==> src/rtl/pow_pkg.sv <==
// Shared types and constants for the power-unit BCD conversion stage.
// Imported by the converter top and its digit-adjust cell.
package pow_pkg;

    typedef enum logic {
        IDLE = 1'b0,
        CONV = 1'b1
    } state_t;

    localparam logic [1:0] ERR_OK     = 2'b00;
    localparam logic [1:0] ERR_DOMAIN = 2'b01;
    localparam logic [1:0] ERR_OVF    = 2'b10;

    localparam int BCD_W = 4;

endpackage

==> src/rtl/bcd_add3.sv <==
// Double-dabble digit correction.
// Adds 3 to a BCD digit of 5 or more so the next shift carries correctly.
module bcd_add3
    import pow_pkg::*;
(
    input  logic [BCD_W-1:0] digit_i,
    output logic [BCD_W-1:0] digit_o
);

    assign digit_o = (digit_i >= 4'd5) ? digit_i + 4'd3 : digit_i;

endmodule

==> src/rtl/pow_bcd_conv.sv <==
// Sequential double-dabble converter for the power unit result.
// One magnitude bit per cycle; error results bypass conversion.
module pow_bcd_conv
    import pow_pkg::*;
#(
    parameter int WIDTH  = 32,
    parameter int DIGITS = 10
) (
    input  logic                    clk,
    input  logic                    rst,
    input  logic                    in_valid,
    input  logic [WIDTH-1:0]        in_data,
    input  logic                    in_cflag,
    input  logic                    in_oflag,
    output logic                    busy,
    output logic                    out_valid,
    output logic [BCD_W*DIGITS-1:0] out_bcd,
    output logic                    out_neg,
    output logic [1:0]              out_err
);

    localparam int BW = BCD_W * DIGITS;
    localparam int CW = $clog2(WIDTH + 1);
    localparam logic [CW-1:0] LAST = CW'(WIDTH - 1);

    state_t          state_q, state_d;
    logic [CW-1:0]   cnt_q, cnt_d;
    logic            sign_q, sign_d;
    logic [WIDTH-1:0] mag_q, mag_d;
    logic [BW-1:0]   scr_q, scr_d;
    logic [BW-1:0]   bcd_q, bcd_d;
    logic            neg_q, neg_d;
    logic [1:0]      err_q, err_d;
    logic            vld_q, vld_d;

    logic [BW-1:0]    scr_adj;
    logic [BW-1:0]    scr_sh;
    logic [WIDTH-1:0] mag_sh;

    for (genvar g = 0; g < DIGITS; g++) begin : g_add3
        bcd_add3 u_add3 (
            .digit_i (scr_q[g*BCD_W +: BCD_W]),
            .digit_o (scr_adj[g*BCD_W +: BCD_W])
        );
    end

    // Magnitude MSB feeds the bottom of the BCD scratch on each shift.
    assign scr_sh = {scr_adj[BW-2:0], mag_q[WIDTH-1]};
    assign mag_sh = {mag_q[WIDTH-2:0], 1'b0};

    always_comb begin
        state_d = state_q;
        cnt_d   = cnt_q;
        sign_d  = sign_q;
        mag_d   = mag_q;
        scr_d   = scr_q;
        bcd_d   = bcd_q;
        neg_d   = neg_q;
        err_d   = err_q;
        vld_d   = 1'b0;
        unique case (state_q)
            IDLE: begin
                if (in_valid) begin
                    sign_d = in_data[WIDTH-1];
                    mag_d  = in_data[WIDTH-1] ? -in_data : in_data;
                    scr_d  = '0;
                    cnt_d  = '0;
                    if (in_cflag || in_oflag) begin
                        err_d = in_cflag ? ERR_DOMAIN : ERR_OVF;
                        bcd_d = '0;
                        neg_d = 1'b0;
                        vld_d = 1'b1;
                    end else begin
                        state_d = CONV;
                    end
                end
            end
            CONV: begin
                scr_d = scr_sh;
                mag_d = mag_sh;
                cnt_d = cnt_q + 1'b1;
                if (cnt_q == LAST) begin
                    bcd_d   = scr_sh;
                    neg_d   = sign_q;
                    err_d   = ERR_OK;
                    vld_d   = 1'b1;
                    state_d = IDLE;
                end
            end
            default: state_d = IDLE;
        endcase
    end

    always_ff @(posedge clk or negedge rst) begin
        if (!rst) begin
            state_q <= IDLE;
            cnt_q   <= '0;
            sign_q  <= 1'b0;
            mag_q   <= '0;
            scr_q   <= '0;
            bcd_q   <= '0;
            neg_q   <= 1'b0;
            err_q   <= ERR_OK;
            vld_q   <= 1'b0;
        end else begin
            state_q <= state_d;
            cnt_q   <= cnt_d;
            sign_q  <= sign_d;
            mag_q   <= mag_d;
            scr_q   <= scr_d;
            bcd_q   <= bcd_d;
            neg_q   <= neg_d;
            err_q   <= err_d;
            vld_q   <= vld_d;
        end
    end

    assign busy      = (state_q == CONV);
    assign out_valid = vld_q;
    assign out_bcd   = bcd_q;
    assign out_neg   = neg_q;
    assign out_err   = err_q;

endmodule

==> config.mk <==
export PLATFORM = sky130hd
export DESIGN_NAME = pow_bcd_conv
export DESIGN_NICKNAME = d
export VERILOG_FILES = /design/src/rtl/pow_pkg.sv /design/src/rtl/bcd_add3.sv /design/src/rtl/pow_bcd_conv.sv
export SDC_FILE = /design/constraint.sdc
export NUM_CORES = 1
export LEC_CHECK = 0
export CAP_MARGIN = 20
export CORE_UTILIZATION = 40
export CTS_BUF_LIST = sky130_fd_sc_hd__clkbuf_4 sky130_fd_sc_hd__clkbuf_8 sky130_fd_sc_hd__clkbuf_16
export CTS_CLUSTER_SIZE = 14
export DETAILED_ROUTE_END_ITERATION = 16
export PLACE_DENSITY_LB_ADDON = 0.12
export SLEW_MARGIN = 10
export SYNTH_ARGS = -nofsm -noshare
export SYNTH_HDL_FRONTEND = slang
export SYNTH_SLANG_ARGS = --single-unit
==> constraint.sdc <==
create_clock -name clk -period 2.89 [get_ports clk]
set_clock_uncertainty 0.1 [all_clocks]
set_input_delay 0.578 -clock clk [delete_from_list [all_inputs] [get_ports clk]]
set_output_delay 0.578 -clock clk [all_outputs]
set_load 0.005 [all_outputs]
==> impl_metrics.tcl, run 1 <==
set metrics [dict create \
    h-tree-depth 4 \
    vias_per_cell 5.15 \
    antenna_found_initial 0 \
    path_class "primary input to flip-flop" \
    cp.arrival_ns 2.52 \
    dpl.hpwl_mm 10.1 \
    synth-compound-area-share_pct 18.1 \
    detail_route.first_pass.iterations 4 \
    hold_path.class "primary input to asynchronous set/reset pin" \
    dieArea_um2 17200 \
    grt_pass1_vias 5094 \
    cts_tree "built" \
    max_clock_freq_mhz 430 \
    fp-row-count 46 \
    drc 0 \
    synthMuxAreaShare_pct 4.24 \
    synthSimpleGateAreaFrac_pct 16.7 \
    antenna_cells 0 \
    place_ws_ns 0.172 \
    maxCapViolations 0 \
    min_period_over_period_pct 80.5 \
    final_cell_mix "dfrtp_1 (123), nand2_1 (108), clkdlybuf4s50_1 (79), o21ai_0 (69), a21o_1 (28)" \
    core_um2 16100 \
    cts_setup_buffers 0 \
    synth_fa_ha_area_share_pct 4.13 \
    grt_max_degree 86 \
    finalHoldViolCount 0 \
    post_synth_num_cell_types 51 \
    cts.path.max_buffers 2 \
    drive_gt1_share_pct 11.1 \
    crit_path_start_kind "primary input" \
    slowest_delay_ns 0.49 \
    fin_ws_ns 0.562 \
    synth_top_area_share_pct 46.6 \
    slew_violations 0 \
    grt_pass1_wl_mm 24.6 \
    clk_pin_slew_worst_paths_ns 0.05 \
    area_growth_pct 25.0 \
    synthFlopType "dfrtp_1" \
    syn_avg_cell_area_um2 9.76 \
    holdBufCountCts 0 \
    p_per_area_nw_per_um2 1070 \
    yosysTopAreaCell "dfrtp_1" \
    p_leak_uw 0.00383 \
    yosys-top-cells-area "dfrtp_1 (47%), nand2_1 (6.1%), o21ai_0 (5.2%)" \
    synthXorXnorAreaFrac_pct 6.04 \
    layout_commonest_cell "dfrtp_1" \
    status "complete, no violations" \
    vdd_ir_drop_max_mv 0.477 \
    place_congestion 0.860 \
    pin_count 82 \
    drt_iter0_drc 214 \
    port_buffers 81 \
    finalNetCount 820 \
    finalSetupTns_ns 0 \
    cp_top_family "simple AND/OR/NAND/NOR gates" \
    rsz0062_at_grt "false" \
    grt_usage_pct 18.6 \
    worst_pin_slew_ns 0.776 \
    cts_buffers 17 \
    endpoint_kind "flip-flop" \
    crit_chain "clkdlybuf4s50_1 -> nor3_2 -> nand2_1 -> o31ai_1 -> mux2i_1 -> a211o_1" \
    netlist_area_um2 6670 \
    fp.dieW_um 131 \
    synth_top_family_by_area "compound AO/OA/AOI/OAI gates" \
    fin_crit_ns 2.33 \
    fp.dieH_um 131 \
    cts_resized 0 \
    synth-seq-cells 124 \
    crit_buf_inv 1 \
    cts_sinks 124 \
    start_util_pct 41.5 \
    async_reset_ff_share_pct 100 \
    routedWlPerCell_um 15.0 \
    max_slew_margin_pct 48.3 \
    ys_seq_area_share_pct 46.6 \
    worstPathMaxFanout 9 \
    syn-num-nets 742 \
    grt_overflow 0 \
    clk_latency_ns 0.41 \
    synth_enable_flop_cells 0 \
    via_count 5102 \
    cts-root-buf "clkbuf_16" \
    timing.final.setup_violations 0 \
    wl_mm 14.8 \
    synthCells 683 \
    cp_data_required_time_ns 3.08 \
    antenna_left 0 \
    yosys_warnings 0 \
    slowest_stage "clkdlybuf4s50_1" \
]
-- path summary, 6_finish.rpt --
path                       depth (start not counted)  slack [ns]         from     endpoint
setup / recovery                                   6        0.56   in_data[2]    mag_q[21]
hold / removal                                     1        0.09          rst   out_err[1]
setup reg to reg                                   6        0.90     cnt_q[0]   out_bcd[4]
hold reg to reg                                    2        0.38  out_bcd[31]  out_bcd[31]
max in group asynchronous                          2        1.86          rst  out_bcd[28]
min in group clk                                   2        0.38  out_bcd[31]  out_bcd[31]
-- logic make-up (layout without fill, tap and decap cells) --
logic type | Yosys count | count (layout)
fa+ha+maj | 22 | 22
xor+xnor | 46 | 46
flops | 124 | 124
mux | 26 | 26
compound gates | 182 | 182
simple gates | 219 | 219
buf+inv | 64 | 155
-- layout make-up --
class / instances / area, um^2
fill: 1407 / 7730
multi-input combinational: 495 / 3280
sequential: 124 / 3110
timing repair buffer: 97 / 936
clock buffer: 25 / 504
tap: 216 / 270
clock inverter: 7 / 135
inverter: 26 / 97.6
-- worst reg2reg max path, delay by kind of cell (launching register included) --
family	cells	cell delay (ns)
fa+ha+maj	1	0.23
simple gates	3	0.37
mux	1	0.41
flops	1	0.39
buf+inv	1	0.37
-- stage by stage --
| step | hold slack, ns | total power, uW | instances | area, um^2 | utilization [%] |
|---|---|---|---|---|---|
| floorplan | 0.182 | 5480 | 683 | 6670 | - |
| global route | 0.130 | 9660 | 990 | 8330 | 51.9 |
| finish | 0.0860 | 8940 | 990 | 8330 | 51.9 |
| detailed placement | 0.369 | 6740 | 958 | 7690 | 47.9 |
| global placement | 0.363 | 6600 | 958 | 7690 | 47.9 |
| CTS | 0.0965 | 9060 | 990 | 8330 | 51.9 |
-- cell usage after synthesis, types with 9 or more instances --
| library cell | instances |
|---|---|
| clkbuf_1 | 26 |
| xnor2_1 | 22 |
| nor3b_1 | 24 |
| nand2b_1 | 23 |
| mux2_2 | 18 |
| inv_1 | 25 |
| nand2_1 | 108 |
| o21ai_0 | 69 |
| a22o_1 | 10 |
| o211a_1 | 9 |
| o31ai_1 | 16 |
| and3_1 | 9 |
| dfrtp_1 | 124 |
| xor2_1 | 24 |
| ha_1 | 22 |
| a21oi_1 | 23 |
| nor2_1 | 24 |
| a21o_1 | 28 |
-- per-layer routing --
metal | share of wire, % | wire length, um | track usage, % | vias to the layer above
met3 | 3.9 | 577 | 3.65 | 24
li1 | - | - | - | 2544
met5 | 0 | 0 | 0 | -
met1 | 47 | 6960 | 23.1 | 2419
met4 | 1.9 | 278 | 7.98 | 0
met2 | 47 | 7000 | 31.7 | 115
-- flip-flops by register name (all words and copies together), names as in the netlist --
signal,flops
out_err,2
out_valid,1
out_neg,1
cnt_q,6
out_bcd,40
busy,1
sign_q,1
mag_q,32
scr_q,40
-- where the power goes --
group | total (uW) | internal [uW] | switching, uW
Clock | 2280 | 1550 | 724
Combinational | 3610 | 1890 | 1720
Sequential | 3060 | 2510 | 551
Total | 8940 | 5950 | 2990
Power figures use the tool's default switching activity.
==> run 2: changes to the inputs <==
- clock period: 2.89 -> 2.3 ns (I/O delays scaled with it)
==> impl_metrics.tcl, run 2 (synthesis gave the netlist of run 1 again) <==
set metrics [dict create \
    cts_sinks 124 \
    place_area_um2 7990 \
    drt_iter0_drc 315 \
    fp.dieW_um 131 \
    r2r_slack_ns 0.29 \
    max_slew_margin_pct 67.0 \
    cts_tree "built" \
    fp.dieH_um 131 \
    p_comb_share_pct 41.2 \
    routedWlPerCell_um 14.6 \
    cts_buffers 17 \
    grt_max_degree 77 \
    timing.final.setup_violations 0 \
    crit_path_start_kind "flip-flop" \
    dpl.hpwl_mm 10.5 \
    status "complete, no violations" \
    hold_path_depth 2 \
    fin_crit_ns 2.21 \
    min_from "out_bcd[27]" \
    start_util_pct 41.5 \
    slew_violations 0 \
    clk_pin_slew_worst_paths_ns 0.06 \
    power_uw 11300 \
    finalNetCount 857 \
    grt_pass1_vias 5360 \
    finalHoldViolCount 0 \
    drc 0 \
    maxCapViolations 0 \
    min_period_over_period_pct 96.1 \
    hold_path.class "flip-flop to flip-flop" \
    grt_usage_pct 19.3 \
    via_count 5326 \
    place_ws_ns -0.231 \
    h-tree-depth 4 \
    endpoint_kind "output port" \
    clk_latency_ns 0.42 \
    max_clock_freq_mhz 452 \
    path_class "flip-flop to output port" \
    cts-root-buf "clkbuf_16" \
    clockPowerShare_pct 24.9 \
    antenna_cells 0 \
    nFillCells 1412 \
    stdcell_area_um2 8620 \
    whs_ns 0.374 \
    whs_endpoint "out_bcd[27]" \
    fp-row-count 46 \
    dieArea_um2 17200 \
    stdcell_count 1026 \
    fin_ws_ns 0.0892 \
    dp_cells 994 \
    p_per_area_nw_per_um2 1310 \
    r2r_end "out_bcd[8]" \
    p_leak_uw 0.00401 \
    detail_route.first_pass.iterations 4 \
    final_cell_mix "dfrtp_1 (123), nand2_1 (108), clkdlybuf4s50_1 (79), o21ai_0 (69), buf_4 (49)" \
    r2r_start "cnt_q[0]" \
    port_buffers 81 \
    wl_mm 15.0 \
    slowest_stage "clkdlybuf4s50_1" \
    rsz0062_at_grt "false" \
    cp.arrival_ns 1.65 \
    seqPwrFrac_pct 33.9 \
    cp_data_required_time_ns 1.74 \
    core_um2 16100 \
    drive_gt1_share_pct 14.9 \
    slowest_delay_ns 0.54 \
    vdd_ir_drop_max_mv 0.632 \
    worstPathMaxFanout 30 \
    area_growth_pct 29.4 \
    swShare_pct 33.7 \
    netSwitchingPower_uw 3810 \
    grt_pass1_wl_mm 25.5 \
    cts.path.max_buffers 2 \
    worst_pin_slew_ns 0.495 \
    pin_count 82 \
    antenna_found_initial 0 \
    ff2ff_path_depth 6 \
    place_congestion 0.830 \
    antenna_left 0 \
    vias_per_cell 5.19 \
    crit_chain "buf_6 -> clkdlybuf4s50_1" \
    layout_commonest_cell "dfrtp_1" \
    grt_overflow 0 \
    p_int_uw 7500 \
]
run 2: cell types whose count changed in the layout (fill, tap and decap cells not counted):
cell	change
clkbuf_4	-1
buf_4	+33
buf_12	+2
dlygate4sd3_1	+1
buf_6	+1
clkinv_2	+1
clkbuf_8	-1
run 2: how the worst max path moves through the flow:
stage | from | endpoint | slack [ns]
detailed placement | in_data[6] | mag_q[25] | -0.23
finish | busy | busy | 0.09
global route | busy | busy | 0.01
global placement | in_data[26] | mag_q[30] | -0.19
floorplan | in_data[26] | mag_q[30] | 0.29
CTS | busy | busy | 0.06
run 2: cell type report:
cell class	count	area, um^2	area share, %
clock buffer	23	483	5.60
clock inverter	8	140	1.63
inverter	26	97.6	1.13
multi-input combinational	495	3280	38.0
sequential	124	3110	36.0
tap	216	270	3.13
timing repair buffer	134	1240	14.4
run 2: metal layers:
layer  wire length (um)  vias up  GRT usage [%]  part of all wire, %
met5                  0        -              0                    0
met4                290        0           8.65                  1.9
met3                502       26           3.98                  3.3
met2               7310      103           32.7                   49
met1               6890     2582           23.7                   46
li1                   -     2615              -                    -
run 2: what timing repair did:
item	CTS	global route
buffers inserted	0	0
resized for setup	1	0
hold buffers	1	0
hold endpoints to repair	27	0
setup endpoints to repair	1	0
run 2: critical path: cells and delay by family, from the launching register on:
family   cells  cell delay, ns
buf+inv      2            0.77
flops        1            0.46
run 2: metrics by stage:
step                      utilization, %  TNS, ns
final                               53.7        0
after floorplan                        -        0
after CTS                           53.7        0
after detailed placement            49.7    -2.45
after global placement              49.7    -2.07
after global routing                53.7        0
run 2: power by group through the flow:
stage,registers (uW),logic [uW],clock network (uW)
3_5_place_dp,3860,4700,0
2_1_floorplan,3710,3180,0
3_3_place_gp,3820,4530,0
6_report,3830,4650,2820
4_1_cts,3840,4720,2880
5_1_grt,3960,5300,2980
